===== src/rtl/eth_hdr_parser_64.sv =====
// eth_hdr_parser_64: splits a raw 64-bit AXI-Stream Ethernet frame into a
// 14-byte header (dest MAC, src MAC, ethertype) and a payload stream that is
// re-aligned so that frame byte 14 lands in lane 0.
module eth_hdr_parser_64 (
  input  logic        clk,
  input  logic        rst_n,
  input  logic [63:0] s_axis_tdata,
  input  logic [7:0]  s_axis_tkeep,
  input  logic        s_axis_tvalid,
  output logic        s_axis_tready,
  input  logic        s_axis_tlast,
  input  logic        s_axis_tuser,
  output logic        m_eth_hdr_valid,
  input  logic        m_eth_hdr_ready,
  output logic [47:0] m_eth_dest_mac,
  output logic [47:0] m_eth_src_mac,
  output logic [15:0] m_eth_type,
  output logic [63:0] m_eth_payload_axis_tdata,
  output logic [7:0]  m_eth_payload_axis_tkeep,
  output logic        m_eth_payload_axis_tvalid,
  input  logic        m_eth_payload_axis_tready,
  output logic        m_eth_payload_axis_tlast,
  output logic        m_eth_payload_axis_tuser,
  output logic        busy,
  output logic        error_header_early_termination
);

  typedef enum logic [1:0] {IDLE, HDR1, PAYLOAD, FLUSH} state_t;

  state_t      r_state, w_next;
  logic        r_rdy_en;
  logic        r_hdr_valid;
  logic [47:0] r_dest, r_src;
  logic [15:0] r_type;
  logic [15:0] r_prev;       // bytes 6-7 of the previous input word
  logic [3:0]  r_last_cnt;   // keep count of the last input word (for FLUSH)
  logic        r_last_user;
  logic [63:0] r_tdata;
  logic [7:0]  r_tkeep;
  logic        r_tvalid, r_tlast, r_tuser;
  logic        r_err;
  logic        w_s_tready, w_acc, w_out_free;
  logic [3:0]  w_cnt;

  function automatic logic [3:0] keep_cnt(input logic [7:0] k);
    logic [3:0] n;
    n = 4'd0;
    for (int i = 0; i < 8; i++) n = n + {3'd0, k[i]};
    return n;
  endfunction

  function automatic logic [7:0] cnt_keep(input logic [3:0] c);
    logic [8:0] m;
    m = (9'd1 << c) - 9'd1;
    return m[7:0];
  endfunction

  assign w_cnt      = keep_cnt(s_axis_tkeep);
  assign w_out_free = !r_tvalid || m_eth_payload_axis_tready;
  assign w_acc      = s_axis_tvalid && w_s_tready;

  // ready is held low until the first clock after reset release
  always_ff @(posedge clk or negedge rst_n)
    if (!rst_n) r_rdy_en <= 1'b0;
    else        r_rdy_en <= 1'b1;

  // state register
  always_ff @(posedge clk or negedge rst_n)
    if (!rst_n) r_state <= IDLE;
    else        r_state <= w_next;

  // next-state decode
  always_comb begin
    w_next = r_state;
    case (r_state)
      IDLE:    if (w_acc && !s_axis_tlast) w_next = HDR1;
      HDR1:    if (w_acc) begin
                 if (!s_axis_tlast)       w_next = PAYLOAD;
                 else if (w_cnt < 4'd7)   w_next = IDLE;
                 else                     w_next = FLUSH;
               end
      PAYLOAD: if (w_acc && s_axis_tlast) w_next = (w_cnt <= 4'd6) ? IDLE : FLUSH;
      FLUSH:   if (w_out_free) w_next = IDLE;
      default: w_next = IDLE;
    endcase
  end

  // state-dependent outputs: input ready and busy
  always_comb begin
    w_s_tready = 1'b0;
    busy       = (r_state != IDLE);
    case (r_state)
      IDLE, HDR1: w_s_tready = r_rdy_en && !r_hdr_valid;
      PAYLOAD:    w_s_tready = r_rdy_en && w_out_free;
      default:    w_s_tready = 1'b0;
    endcase
  end

  // header capture, payload re-alignment register and error pulse
  always_ff @(posedge clk or negedge rst_n) begin
    if (!rst_n) begin
      r_hdr_valid <= 1'b0;
      r_dest      <= '0;
      r_src       <= '0;
      r_type      <= '0;
      r_prev      <= '0;
      r_last_cnt  <= '0;
      r_last_user <= 1'b0;
      r_tdata     <= '0;
      r_tkeep     <= '0;
      r_tvalid    <= 1'b0;
      r_tlast     <= 1'b0;
      r_tuser     <= 1'b0;
      r_err       <= 1'b0;
    end else begin
      r_err <= 1'b0;
      if (r_hdr_valid && m_eth_hdr_ready) r_hdr_valid <= 1'b0;
      if (m_eth_payload_axis_tready)      r_tvalid    <= 1'b0;
      case (r_state)
        IDLE: if (w_acc) begin
          if (s_axis_tlast) r_err <= 1'b1;
          else begin
            r_dest <= {s_axis_tdata[7:0], s_axis_tdata[15:8], s_axis_tdata[23:16],
                       s_axis_tdata[31:24], s_axis_tdata[39:32], s_axis_tdata[47:40]};
            r_src[47:32] <= {s_axis_tdata[55:48], s_axis_tdata[63:56]};
          end
        end
        HDR1: if (w_acc) begin
          if (s_axis_tlast && (w_cnt < 4'd7)) r_err <= 1'b1;
          else begin
            r_src[31:0] <= {s_axis_tdata[7:0], s_axis_tdata[15:8],
                            s_axis_tdata[23:16], s_axis_tdata[31:24]};
            r_type      <= {s_axis_tdata[39:32], s_axis_tdata[47:40]};
            r_hdr_valid <= 1'b1;
            r_prev      <= s_axis_tdata[63:48];
            r_last_cnt  <= w_cnt;
            r_last_user <= s_axis_tuser;
          end
        end
        PAYLOAD: if (w_acc) begin
          r_tvalid    <= 1'b1;
          r_tdata     <= {s_axis_tdata[47:0], r_prev};
          r_prev      <= s_axis_tdata[63:48];
          r_last_cnt  <= w_cnt;
          r_last_user <= s_axis_tuser;
          if (s_axis_tlast && (w_cnt <= 4'd6)) begin
            r_tkeep <= cnt_keep(w_cnt + 4'd2);
            r_tlast <= 1'b1;
            r_tuser <= s_axis_tuser;
          end else begin
            // last word with 7-8 bytes leaves 1-2 bytes for a trailing FLUSH word
            r_tkeep <= 8'hFF;
            r_tlast <= 1'b0;
            r_tuser <= 1'b0;
          end
        end
        FLUSH: if (w_out_free) begin
          r_tvalid <= 1'b1;
          r_tdata  <= {48'd0, r_prev};
          r_tkeep  <= cnt_keep(r_last_cnt - 4'd6);
          r_tlast  <= 1'b1;
          r_tuser  <= r_last_user;
        end
        default: ;
      endcase
    end
  end

  assign s_axis_tready                  = w_s_tready;
  assign m_eth_hdr_valid                = r_hdr_valid;
  assign m_eth_dest_mac                 = r_dest;
  assign m_eth_src_mac                  = r_src;
  assign m_eth_type                     = r_type;
  assign m_eth_payload_axis_tdata       = r_tdata;
  assign m_eth_payload_axis_tkeep       = r_tkeep;
  assign m_eth_payload_axis_tvalid      = r_tvalid;
  assign m_eth_payload_axis_tlast       = r_tlast;
  assign m_eth_payload_axis_tuser       = r_tuser;
  assign error_header_early_termination = r_err;

endmodule


===== config.mk =====
export PLATFORM = sky130hd
export DESIGN_NAME = eth_hdr_parser_64
export DESIGN_NICKNAME = d
export VERILOG_FILES = /design/src/rtl/eth_hdr_parser_64.sv
export SDC_FILE = /design/constraint.sdc
export NUM_CORES = 1
export LEC_CHECK = 0
export CORE_MARGIN = 1.5
export CORE_UTILIZATION = 42
export DETAILED_ROUTE_END_ITERATION = 6
export HOLD_SLACK_MARGIN = 0.15
export PLACE_DENSITY = 0.76
export SYNTH_ARGS = -nofsm -noshare
export SYNTH_HDL_FRONTEND = slang
export SYNTH_SLANG_ARGS = --single-unit

===== constraint.sdc =====
create_clock -name clk -period 2.3 [get_ports clk]
set_input_delay 0.46 -clock clk [delete_from_list [all_inputs] [get_ports clk]]
set_output_delay 0.46 -clock clk [all_outputs]
set_load 0.005 [all_outputs]

### Yosys cells after proc, flatten, opt, wreduce, memory -nomap -nowiden

Cells that the tools add are included.

* word-level logic and storage cells: 113
* bits in read-only memories: 0
* input bits: 79
* register bits after elaboration: 213
* latch bits: 0
* memories kept: 0
* output and inout port bits: 191
* memory bits (writable): 0

* add/subtract/negate cells: 11
* eq/ne operators: 9
* reductions and logical operators: 22
* shifts and indexed selects: 2
* divide/modulo/power cells: 0
* multipliers: 0
* bitwise logic cells: 2
* mux-type cells: 49
* magnitude comparators: 2

Operators by type and width (count)
* 2-to-1 mux 64 bit: 2
* one-hot mux 64 bit (2 select lines): 1
* 2-to-1 mux 16 bit: 3
* one-hot mux 16 bit (2 select lines): 1
* 2-to-1 mux 8 bit: 3
* 2-to-1 mux 1 bit: 20
* adder 4 x 1 -> 4 bit: 4
* one-hot mux 8 bit (2 select lines): 1
* << shifter 1 x 4 -> 8 bit (first input constant): 2
* subtractor 8 x 1 -> 8 bit (second input constant): 2
* 2-to-1 mux 2 bit: 7
* 2-to-1 mux 4 bit: 3
* inequality test 2 bit (second input constant): 6
* one-hot mux 1 bit (2 select lines): 6
* AND reduction 3 bit: 3
* logical AND 1 bit: 8
* one-hot mux 2 bit (4 select lines): 1
* one-hot mux 4 bit (2 select lines): 1
* AND reduction 4 bit: 2
* nonzero test 2 bit: 3
* adder 3 x 1 -> 4 bit: 1
* adder 4 x 2 -> 4 bit (second input constant): 1
* == test 2 bit (second input constant): 2
* less-or-equal comparator 4 x 3 -> 1 bit (second input constant): 1
* other kinds (10): 13

### Depth between registers and ports, before layout

Gate-level depths: netlist of the first run.

* depth in word-level cells: 13
* gate-level depth with buffers: 18
* depth with buffers taken out: 18

### Least setup slack after synthesis of the first run

OpenSTA, ideal clock, no wires.

* path kind: input-to-reg
* from: input port s_axis_tkeep[0]
* to: register r_tkeep[4] (netlist: m_eth_payload_axis_tkeep[4])
* setup time: 151 ps
* arrival: 4661 ps
* stages on the path: 17
* setup slack: -2512 ps
* path buffers: 0
* cell sequence: fa_1 -> inv_1 -> fa_1 -> fa_1 -> inv_1 -> ha_1 -> fa_1 -> xnor2_2 -> inv_1 -> ha_1 -> nor2b_1 -> or3b_2 -> ha_1 -> o21ai_0 -> a31oi_1 -> a2111oi_0 -> a221oi_1

* cells in the longest elaborated chain, start to end: 13

Ends and longest elaborated chain
* start: declaration: line 8 `input logic [7:0] s_axis_tkeep,`
* adder 1 x 1 -> 2 bit (*): line 48 `for (int i = 0; i < 8; i++) n = n + {3'd0, k[i]};`
* adder 2 x 1 -> 3 bit (*): line 48
* adder 3 x 1 -> 4 bit (*): line 48
* adder 4 x 1 -> 4 bit (*) (4 in a row): line 48
* via w_cnt[2]: line 43 `logic [3:0] w_cnt;`
* adder 4 x 2 -> 4 bit: line 147 `r_tkeep <= cnt_keep(w_cnt + 4'd2);`
* << shifter 1 x 4 -> 8 bit: line 54 `m = (9'd1 << c) - 9'd1;`
* subtractor 8 x 1 -> 8 bit: line 54
* 2-to-1 mux 8 bit (*): line 146 `if (s_axis_tlast && (w_cnt <= 4'd6)) begin`
* 2-to-1 mux 8 bit (*): line 140 `PAYLOAD: if (w_acc) begin`
* one-hot mux 8 bit (2 select lines) (*): line 119 `case (r_state)`
* end signal: assignment: line 147
* end signal: assignment: line 160 `r_tkeep <= cnt_keep(r_last_cnt - 4'd6);`
* end: declaration: line 39 `logic [7:0] r_tkeep;`

The timed path passes the listed nets; every way through them passes the cells marked *. The select of a mux whose other input is x is not followed.
A chain may end at the register's enable or synchronous reset.

### Worst setup path in the final report of the first run

* from: input port s_axis_tkeep[0]
* to: register r_tkeep[2] (netlist: m_eth_payload_axis_tkeep[2])

The elaborated chain is that of the path after synthesis.

==> results of run 1 <==
==> worst min-delay path: cells and delay by family, from the launching register on <==
| kind | cells | cell delay [ps] |
|---|---|---|
| DFF | 1 | 340 |
| and+or+nand+nor | 2 | 100 |
==> layer usage <==
layer	share of wire	wire length, um
met1	0.40	10240
met5	0	0
met3	0.064	1640
met2	0.50	12720
met4	0.034	869
==> state kept, by name (all words and copies together) (netlist names) <==
register                        count
m_eth_payload_axis_tkeep            8
m_eth_type                         16
r_rdy_en                            1
r_last_cnt                          4
error_header_early_termination      1
m_eth_payload_axis_tdata           64
m_eth_payload_axis_tlast            1
r_prev                             16
m_eth_payload_axis_tvalid           1
r_state                             2
r_last_user                         1
m_eth_payload_axis_tuser            1
m_eth_src_mac                      48
m_eth_hdr_valid                     1
m_eth_dest_mac                     48
==> placed cells by master, fill, tap and decap left out, types with 8 or more instances in the layout <==
cell and instances:
buf_8 8, mux2_4 70, clkbuf_8 9, nand2_1 62
buf_12 15, nor2_1 11, clkdlybuf4s50_1 264, clkbuf_16 23
mux2_2 64, buf_6 17, dfrtp_1 212, a22o_1 49
inv_1 13, buf_4 48
==> repair_timing <==
item	4_1_cts	5_1_grt
hold buffers	1	0
buffers inserted	35	10
gates cloned	7	0
gates resized for setup	116	21
hold endpoints to repair	59	0
pin swaps	23	15
endpoints found under the setup margin	85	84
==> worst min path at each step <==
| stage | cells past startpoint | endpoint | startpoint |
|---|---|---|---|
| floorplan | 0 | error_header_early_termination$_DFF_PN0_ | rst_n |
| global placement | 2 | m_eth_payload_axis_tdata[12]$_DFFE_PN0P_ | r_prev[12]$_DFFE_PN0P_ |
| detailed placement | 2 | m_eth_payload_axis_tdata[9]$_DFFE_PN0P_ | r_prev[9]$_DFFE_PN0P_ |
| CTS | 2 | m_eth_payload_axis_tdata[5]$_DFFE_PN0P_ | r_prev[5]$_DFFE_PN0P_ |
| global route | 2 | m_eth_payload_axis_tdata[10]$_DFFE_PN0P_ | r_prev[10]$_DFFE_PN0P_ |
| finish | 2 | m_eth_payload_axis_tdata[7]$_DFFE_PN0P_ | r_prev[7]$_DFFE_PN0P_ |
==> power groups by stage <==
stage          sequential [mW]  combinational (mW)  clock [mW]
2_1_floorplan             6.48                2.92           0
3_3_place_gp              6.40                7.44           0
3_5_place_dp              6.46                7.61           0
4_1_cts                   6.46                8.54        3.79
5_1_grt                   6.70                9.23        3.95
6_report                  6.49                8.71        3.72
==> metrics by stage <==
stage / std cells / instance area (sq um) / hold WS, ps / util
after detailed placement: 1176 / 12190 / 450.8 / 0.6025
after floorplan: 608 / 8733 / 164.4 / -
final: 1251 / 13810 / 470.8 / 0.6826
after CTS: 1252 / 13800 / 471.6 / 0.6819
after global routing: 1251 / 13810 / 490.2 / 0.6826
after global placement: 1176 / 12190 / 441.4 / 0.6025
==> kinds of logic (layout without fill, tap and decap cells) <==
group / count (synthesis) / in the layout / share of synthesized area
and+or+nand+nor: 105 / 105 / 0.05670
muxes: 134 / 134 / 0.1831
adders and majority gates: 11 / 11 / 0.01938
AOI/OAI and AO/OA: 95 / 95 / 0.09142
xor gates and xnor gates: 2 / 2 / 0.002894
DFF: 213 / 213 / 0.6162
other: 1 / 1 / 0.0004335
buffers and inverters: 47 / 420 / 0.02980
==> final cells by class <==
class	count	area (sq um)
fillers	1379	6422
flip-flops and latches	213	5331
repair buffers	362	3795
multi-input cells	348	3508
clock buffers	35	700.7
well taps	270	337.8
clock inverters	7	75.07
inverters	16	63.81
==> reports/qor.txt, run 1 <==
full die area -> 0.02146 sq mm
P_int -> 13.34 mW
post-synth top area cell -> dfrtp_1
Commonest cells post-synth -> dfrtp_1, mux2_2, nand2_1
DRT Wirelength -> 25470 um
layer carrying the most global-route usage -> met2
pwr dens -> 1370 mW/mm^2
Max Fclk -> 231.7 MHz
Crit Path Max Fanout -> 5
starting density of the core -> 0.4275
M3 GR Usage -> 0.06125
vias post-DR -> 6516
Clk pin slew, worst setup/hold paths -> 60 ps
top cell family by delay on the critical path -> adder cells
final setup margin -> -2016 ps
I/O pins -> 270
Max Cap Viol -> 0
Core Area -> 0.02023 sq mm
dpl ws -> -2951 ps
GRT Residual Overflow -> 0
antenna cells -> 0
asr flop ratio synth -> 1.000
type of origin of the critical path -> input pin
critical path arrival -> 4690 ps
clock skew -> 9.536 ps
Reg-to-Reg Start -> r_last_cnt[1]$_DFFE_PN0P_
Worst R2R Path Depth -> 8
sequential share of power -> 0.343
deepest clock path buffer count -> 3
Synth Warn # -> 0
worst vdd ir -> 0.8646 mV
WP depth -> 20
IO Port Bufs -> 269
initial antenna violation count -> 0
Detail Placement HPWL -> 16270 um
reg2reg setup slack -> -60 ps
vias in the first global route -> 7112
ratio of cells with drive above 1 in the final layout -> 0.3170
DR WL/cell -> 20.36 um
Avg Synthesized Cell Area -> 14.23 sq um
switching pwr -> 5.582 mW
sw frac -> 0.2951
clock share of power -> 0.197
antenna viol nets, final -> 0
period utilization -> 1.877
routing usage on met1 -> 0.2934
Synth cell types -> 55
CTS tree -> yes
std cell rows -> 52
Syn Inst Count -> 608
Critical-path top delay cell -> fa_1
Logic pwr share -> 0.460
die width -> 146.5 um
min Tclk post-route -> 4316 ps
final hold vios -> 0
Final setup viols -> 83
routed vias/inst -> 5.209
H-tree Lvls -> 1
Slew HR -> 0.5990
RSZ-0062 raised after global routing -> yes
clk_lat worst skew -> 510 ps
die height -> 146.5 um
part of the Yosys area used for sequential elements -> 0.6162
NumNets Final -> 1054
CP cell instances -> buf_6 -> fa_1 -> inv_1 -> fa_1 -> fa_1 -> inv_2 -> ha_4 -> fa_2 -> xnor2_4 -> inv_2 -> ha_4 -> a21bo_4 -> o22ai_4 -> or3b_4 -> ha_4 -> buf_4 -> buf_6 -> nand3b_1 -> a211oi_2 -> o31ai_1
status -> complete, but fails checks
DRC Markers -> 0
largest net degree at the start of global routing -> 66
worst flop-to-flop path endpoint -> m_eth_payload_axis_tkeep[4]$_DFFE_PN0P_
max-slew violations -> 0
critical path data required time -> 2680 ps
CP endpoint kind -> register
Post-synth top flop -> dfrtp_1
crit path from -> s_axis_tkeep[0]
main area contributors after synthesis -> dfrtp_1, mux2_2, a22o_1, mux2_4, nand2_1
largest stage delay on the critical path -> 530 ps
post-synth top area share -> 0.6162
GP Congestion -> 0.8850
Total Power -> 18.92 mW
met2 GRT Util -> 0.4005
Worst Setup EP -> m_eth_payload_axis_tkeep[2]$_DFFE_PN0P_
drt pass-1 iters -> 4
syn nets -> 698
setup TNS -> -130180 ps
Hold Crit Class -> register to register
Yosys reg bits -> 213
GRT Overall Usage -> 0.2360
mapped cell area -> 0.008650 sq mm
kind of critical path -> input pin to register
first-pass GRT wire length -> 39990 um
drt initial violations -> 286
Root Driver -> clkbuf_16
CTS Buf Count -> 23
Area growth syn-to-layout -> 59.68%
Worst Max-Slew Pin Slew -> 600.3 ps
most common cell in the netlist -> dfrtp_1
WP buf/inv -> 6
leakage power total -> 6.119 nW
clock sink count -> 213
Post-synth EDFFs -> 0
failing checks -> negative setup slack
No activity file was read; power rests on OpenSTA's default activity.
==> run 2, diff against run 1 <==
--- a/config.mk
+++ b/config.mk
@@ -6,10 +6,10 @@
 export NUM_CORES = 1
 export LEC_CHECK = 0
 export CORE_MARGIN = 1.5
-export CORE_UTILIZATION = 42
+export CORE_UTILIZATION = 47
 export DETAILED_ROUTE_END_ITERATION = 6
 export HOLD_SLACK_MARGIN = 0.15
-export PLACE_DENSITY = 0.76
+export PLACE_DENSITY = 0.81
 export SYNTH_ARGS = -nofsm -noshare
 export SYNTH_HDL_FRONTEND = slang
 export SYNTH_SLANG_ARGS = --single-unit
==> constraint.sdc (replaced) <==
create_clock -name clk -period 4.5 [get_ports clk]
set_input_delay 0.9 -clock clk [delete_from_list [all_inputs] [get_ports clk]]
set_output_delay 0.9 -clock clk [all_outputs]
set_load 0.005 [all_outputs]
==> run 2 against run 1 <==
The run still ends with negative setup slack left; critical path depth decreased by 1; sequential cell count unchanged; clock skew increased by 0.57 ps; non-clock buffer count decreased by 51; first-iteration DRC count increased by 2.4%; combinational power decreased by 56%.
==> reports/qor.txt, run 2 (same netlist as run 1, synthesis figures left out) <==
status -> complete, but fails checks
failing checks -> negative setup slack
largest net degree at the start of global routing -> 115
critical path arrival -> 4980 ps
NumNets Final -> 1002
drt initial violations -> 293
GP Congestion -> 0.8764
placed cell count -> 1110
die height -> 138.7 um
initial antenna violation count -> 0
Detail Placement HPWL -> 15270 um
deepest clock path buffer count -> 3
Storage cell area -> 0.005330 sq mm
antenna cells -> 0
CP cell instances -> buf_6 -> fa_1 -> inv_1 -> fa_1 -> fa_1 -> inv_2 -> ha_4 -> fa_2 -> xnor2_2 -> inv_2 -> ha_4 -> a21bo_4 -> o22ai_4 -> or3b_4 -> ha_4 -> o21ai_2 -> a31oi_1 -> a2111oi_2 -> a221oi_1
crit path from -> s_axis_tkeep[0]
largest stage delay on the critical path -> 520 ps
vias in the first global route -> 6566
Worst Max-Slew Pin Slew -> 909.7 ps
first-pass GRT wire length -> 36500 um
critical path data required time -> 4840 ps
Critical-path top delay cell -> fa_1
Slew HR -> 0.3935
full die area -> 0.01923 sq mm
CP endpoint kind -> register
std cell rows -> 49
clock skew -> 10.10 ps
H-tree Lvls -> 1
most frequent cells in the layout -> clkdlybuf4s50_1, dfrtp_1, mux2_2, nand2_1, a22o_1
final setup margin -> -140.8 ps
RSZ-0062 raised after global routing -> yes
Max Fclk -> 215.5 MHz
DRT Wirelength -> 22820 um
reg2reg setup slack -> 1700 ps
Final setup viols -> 3
routed vias/inst -> 5.376
Reg-to-Reg Start -> r_last_cnt[1]$_DFFE_PN0P_
hold worst-path end -> m_eth_payload_axis_tdata[8]$_DFFE_PN0P_
Crit Path Max Fanout -> 3
kind of critical path -> input pin to register
pwr dens -> 725.6 mW/mm^2
Core Util, Final -> 0.7080
DR WL/cell -> 19.74 um
period utilization -> 1.031
Hold Crit Class -> register to register
IO Port Bufs -> 269
CTS tree -> yes
commonest non-fill, non-tap cell in the layout -> clkdlybuf4s50_1
Root Driver -> clkbuf_16
die width -> 138.7 um
hold path startpoint -> r_prev[8]$_DFFE_PN0P_
clock sink count -> 213
type of origin of the critical path -> input pin
non-filler instance count after layout -> 1156
vias post-DR -> 6215
GRT Overall Usage -> 0.2369
antenna viol nets, final -> 0
final hold vios -> 0
max reg flops -> 64
min Tclk post-route -> 4641 ps
starting density of the core -> 0.4799
GRT Residual Overflow -> 0
Fillers -> 1232
worst flop-to-flop path endpoint -> m_eth_payload_axis_tkeep[6]$_DFFE_PN0P_
drt pass-1 iters -> 4
area of the multi-input gates -> 0.003177 sq mm
DRC Markers -> 0
I/O pins -> 270
clk_lat worst skew -> 500 ps
hold path depth -> 2
Core Area -> 0.01802 sq mm
Worst R2R Path Depth -> 9
CTS Buf Count -> 22
Clk pin slew, worst setup/hold paths -> 70 ps
max-slew violations -> 0
worst vdd ir -> 0.5870 mV
Max Cap Viol -> 0
Area growth syn-to-layout -> 47.55%
ratio of cells with drive above 1 in the final layout -> 0.2621
leakage power total -> 5.627 nW
run 2: changes by cell type in the layout (fill, tap and decap cells not counted), sizes merged:
cell and change:
clkbuf -9, dlygate4sd3 -1, clkdlybuf4s50 +1, dlygate4sd2 -1, buf -50, bufinv +6
run 2: area by class of cell:
cell class,count,share of cell area
Timing Repair Buffer,311,0.2397
Clock inverter,13,0.01902
Multi-Input combinational cell,348,0.2489
Clock buffer,26,0.04755
Sequential cell,213,0.4176
Inverter,16,0.004706
Tap cell,229,0.02245
run 2: metal layers:
| layer | share of wire | vias up | track usage | routed length (um) |
|---|---|---|---|---|
| li1 | - | 2781 | - | - |
| met1 | 0.40 | 3128 | 0.2975 | 9065 |
| met2 | 0.49 | 248 | 0.4006 | 11240 |
| met3 | 0.072 | 58 | 0.05076 | 1640 |
| met4 | 0.038 | 0 | 0.09759 | 873 |
| met5 | 0 | - | 0 | 0 |
run 2: power breakdown:
part / switching [mW] / internal [mW]
Sequential: 0.515 / 2.80
Clock: 0.759 / 1.36
Combinational: 1.36 / 2.46
run 2: metrics by stage:
step | area, sq um | hold WS (ps) | setup slack, ps | TNS [ps] | power [mW]
2_1_floorplan | 8715 | 434.8 | -527.2 | -1300 | 4.800
6_report | 12760 | 464.0 | -140.8 | -280.4 | 9.260
5_1_grt | 12760 | 482.5 | -266.2 | -658.6 | 9.721
3_5_place_dp | 11840 | 446.3 | -1109 | -46910 | 7.071
3_3_place_gp | 11840 | 442.1 | -993.0 | -44890 | 6.968
4_1_cts | 12720 | 462.8 | -92.34 | -139.9 | 9.273
run 2: worst max-delay path, delay by kind of cell:
family	cells	cell delay (ps)
AOI/OAI and AO/OA	6	850
xor gates and xnor gates	1	210
adders and majority gates	7	2340
buffers and inverters	4	260
and+or+nand+nor	1	410
run 2: repair_timing:
action                     in CTS  in global routing
hold buffers                    0                  0
setup endpoints to repair      73                  4
setup buffers                   3                  4
resized for setup              17                  2
pin swaps                      11                 11
run 2: worst max-delay path by stage:
stage,to,slack [ps]
2_1_floorplan,m_eth_payload_axis_tkeep[4]$_DFFE_PN0P_,-530
3_3_place_gp,m_eth_payload_axis_tkeep[4]$_DFFE_PN0P_,-990
3_5_place_dp,m_eth_payload_axis_tkeep[4]$_DFFE_PN0P_,-1110
4_1_cts,m_eth_payload_axis_tkeep[4]$_DFFE_PN0P_,-90
5_1_grt,m_eth_payload_axis_tkeep[4]$_DFFE_PN0P_,-270
6_report,m_eth_payload_axis_tkeep[4]$_DFFE_PN0P_,-140
==> run 3, diff against run 2 <==
--- a/config.mk
+++ b/config.mk
@@ -6,10 +6,11 @@
 export NUM_CORES = 1
 export LEC_CHECK = 0
 export CORE_MARGIN = 1.5
-export CORE_UTILIZATION = 47
+export CORE_UTILIZATION = 48
+export CTS_BUF_LIST = sky130_fd_sc_hd__clkbuf_2 sky130_fd_sc_hd__clkbuf_4 sky130_fd_sc_hd__clkbuf_8
 export DETAILED_ROUTE_END_ITERATION = 6
 export HOLD_SLACK_MARGIN = 0.15
-export PLACE_DENSITY = 0.81
+export PLACE_DENSITY = 0.82
 export SYNTH_ARGS = -nofsm -noshare
 export SYNTH_HDL_FRONTEND = slang
 export SYNTH_SLANG_ARGS = --single-unit
==> run 3 against run 2 <==
The flow still finishes with violations (negative setup slack); worst hold slack worse by 8.0 ps; sequential cell count stayed put; sequential power hardly changed; first-iteration DRC count is 3.4% higher; wire length is 1.9% higher; core utilization is 1.4 points higher; setup slack better by 100 ps; combinational power hardly changed; critical path type unchanged.
==> reports/qor.txt, run 3 (same netlist as run 1, synthesis figures left out) <==
drt pass-1 iters -> 5
Clk pin slew, worst setup/hold paths -> 60 ps
setup TNS -> -43.41 ps
Root Driver -> clkbuf_8
Max Cap Viol -> 0
max-slew violations -> 0
DRT Wirelength -> 23250 um
Min Hold Slack -> 456.1 ps
period utilization -> 1.009
DRC Markers -> 0
WP buf/inv -> 6
deepest clock path buffer count -> 3
largest net degree at the start of global routing -> 129
I/O pins -> 270
kind of critical path -> input pin to register
DR WL/cell -> 19.84 um
design area -> 0.01261 sq mm
full die area -> 0.01883 sq mm
Crit Path Max Fanout -> 5
type of origin of the critical path -> input pin
NumNets Final -> 1014
IO Port Bufs -> 269
initial antenna violation count -> 1
Max Fclk -> 220.3 MHz
max reg flops -> 64
min Tclk post-route -> 4539 ps
CP cell instances -> buf_6 -> fa_1 -> inv_1 -> fa_1 -> fa_1 -> inv_2 -> ha_4 -> fa_2 -> xnor2_2 -> inv_2 -> ha_4 -> a21bo_4 -> o22ai_4 -> or3b_4 -> ha_4 -> buf_6 -> buf_4 -> nand3_1 -> nor4_1 -> o31ai_1
Fillers -> 1163
critical path arrival -> 4950 ps
vias post-DR -> 6263
std cell rows -> 48
commonest non-fill, non-tap cell in the layout -> clkdlybuf4s50_1
Critical-path top delay cell -> fa_1
Hold Crit Class -> register to register
largest stage delay on the critical path -> 530 ps
Storage cell area -> 0.005330 sq mm
routed vias/inst -> 5.344
area of the multi-input gates -> 0.003176 sq mm
failing checks -> negative setup slack
final hold vios -> 0
drt initial violations -> 303
Worst Max-Slew Pin Slew -> 1011 ps
starting density of the core -> 0.4949
reg2reg setup slack -> 1480 ps
clk_lat worst skew -> 520 ps
Detail Placement HPWL -> 15570 um
GRT Residual Overflow -> 0
ratio of cells with drive above 1 in the final layout -> 0.2791
GP Congestion -> 0.7911
CTS Buf Count -> 36
most frequent cells in the layout -> clkdlybuf4s50_1, dfrtp_1, mux2_2, nand2_1, a22o_1
clock skew -> 29.91 ps
Core Util, Final -> 0.7216
top cell family by delay on the critical path -> adder cells
Post-CTS Hold Fix Bufs -> 0
Area growth syn-to-layout -> 45.80%
antenna viol nets, final -> 0
H-tree Lvls -> 2
die width -> 137.2 um
Total Power -> 8.859 mW
CP endpoint kind -> register
RSZ-0062 raised after global routing -> yes
first-pass GRT wire length -> 35980 um
Core Area -> 0.01748 sq mm
critical path data required time -> 4910 ps
vias in the first global route -> 6651
status -> complete, but fails checks
total placed instance area -> 0.01183 sq mm
pwr dens -> 702.5 mW/mm^2
clock sink count -> 213
CTS tree -> yes
final setup margin -> -39.08 ps
Slew HR -> 0.3262
die height -> 137.2 um
worst vdd ir -> 0.4337 mV
Final setup viols -> 2
leakage power total -> 5.583 nW
GRT Overall Usage -> 0.2499
## run 3: cell count changes in the layout (fill, tap and decap cells not counted), sizes merged
cell	previous run	this run
diode	0	1
buf	45	43
clkbuf	27	54
clkinvlp	1	2
bufinv	7	0
## run 3: final timing paths
check,from,to,depth (start not counted)
min,r_prev[1]$_DFFE_PN0P_,m_eth_payload_axis_tdata[1]$_DFFE_PN0P_,2
min in group asynchronous,rst_n,m_eth_dest_mac[46]$_DFFE_PN0P_,1
max,s_axis_tkeep[0],m_eth_payload_axis_tkeep[2]$_DFFE_PN0P_,20
min reg2reg,r_prev[1]$_DFFE_PN0P_,m_eth_payload_axis_tdata[1]$_DFFE_PN0P_,2
max in group asynchronous,rst_n,m_eth_dest_mac[16]$_DFFE_PN0P_,2
max reg2reg,r_last_cnt[1]$_DFFE_PN0P_,m_eth_payload_axis_tkeep[6]$_DFFE_PN0P_,9
## run 3: what timing repair did
item	4_1_cts	5_1_grt
pin swaps	14	6
buffers inserted	4	2
gates resized for setup	16	4
endpoints found under the setup margin	73	3
## run 3: stage by stage
stage,worst slack (ps),cells
CTS,-65.16,1169
finish,-39.08,1172
floorplan,-527.2,608
global placement,-944.6,1105
global route,-167.6,1172
detailed placement,-1133,1105
## run 3: area by class of cell
class	count	area share
Clock inverter	7	0.003175
Tap cell	225	0.02232
Inverter	16	0.004762
Clock buffer	53	0.05288
Timing Repair Buffer	309	0.2422
Multi-Input combinational cell	348	0.2518
Sequential cell	213	0.4227
Antenna cell	1	0.0001984
## run 3: power by group
part / switching, mW / internal [mW]
clock: 0.757 / 0.946
combinational: 1.36 / 2.48
sequential: 0.520 / 2.80
## run 3: tightest hold or removal path, stage by stage, from the launching register on
cell,delay [ps]
dfrtp_1,340
nand2_1,50
nand2_1,50
## run 3: routing by layer
metal  track usage  wire length, um  vias up
li1              -                -     2820
met1        0.2967             8975     3129
met2        0.4135            11310      255
met3       0.08720             2099       59
met4        0.1070              868        0
met5             0                0        -
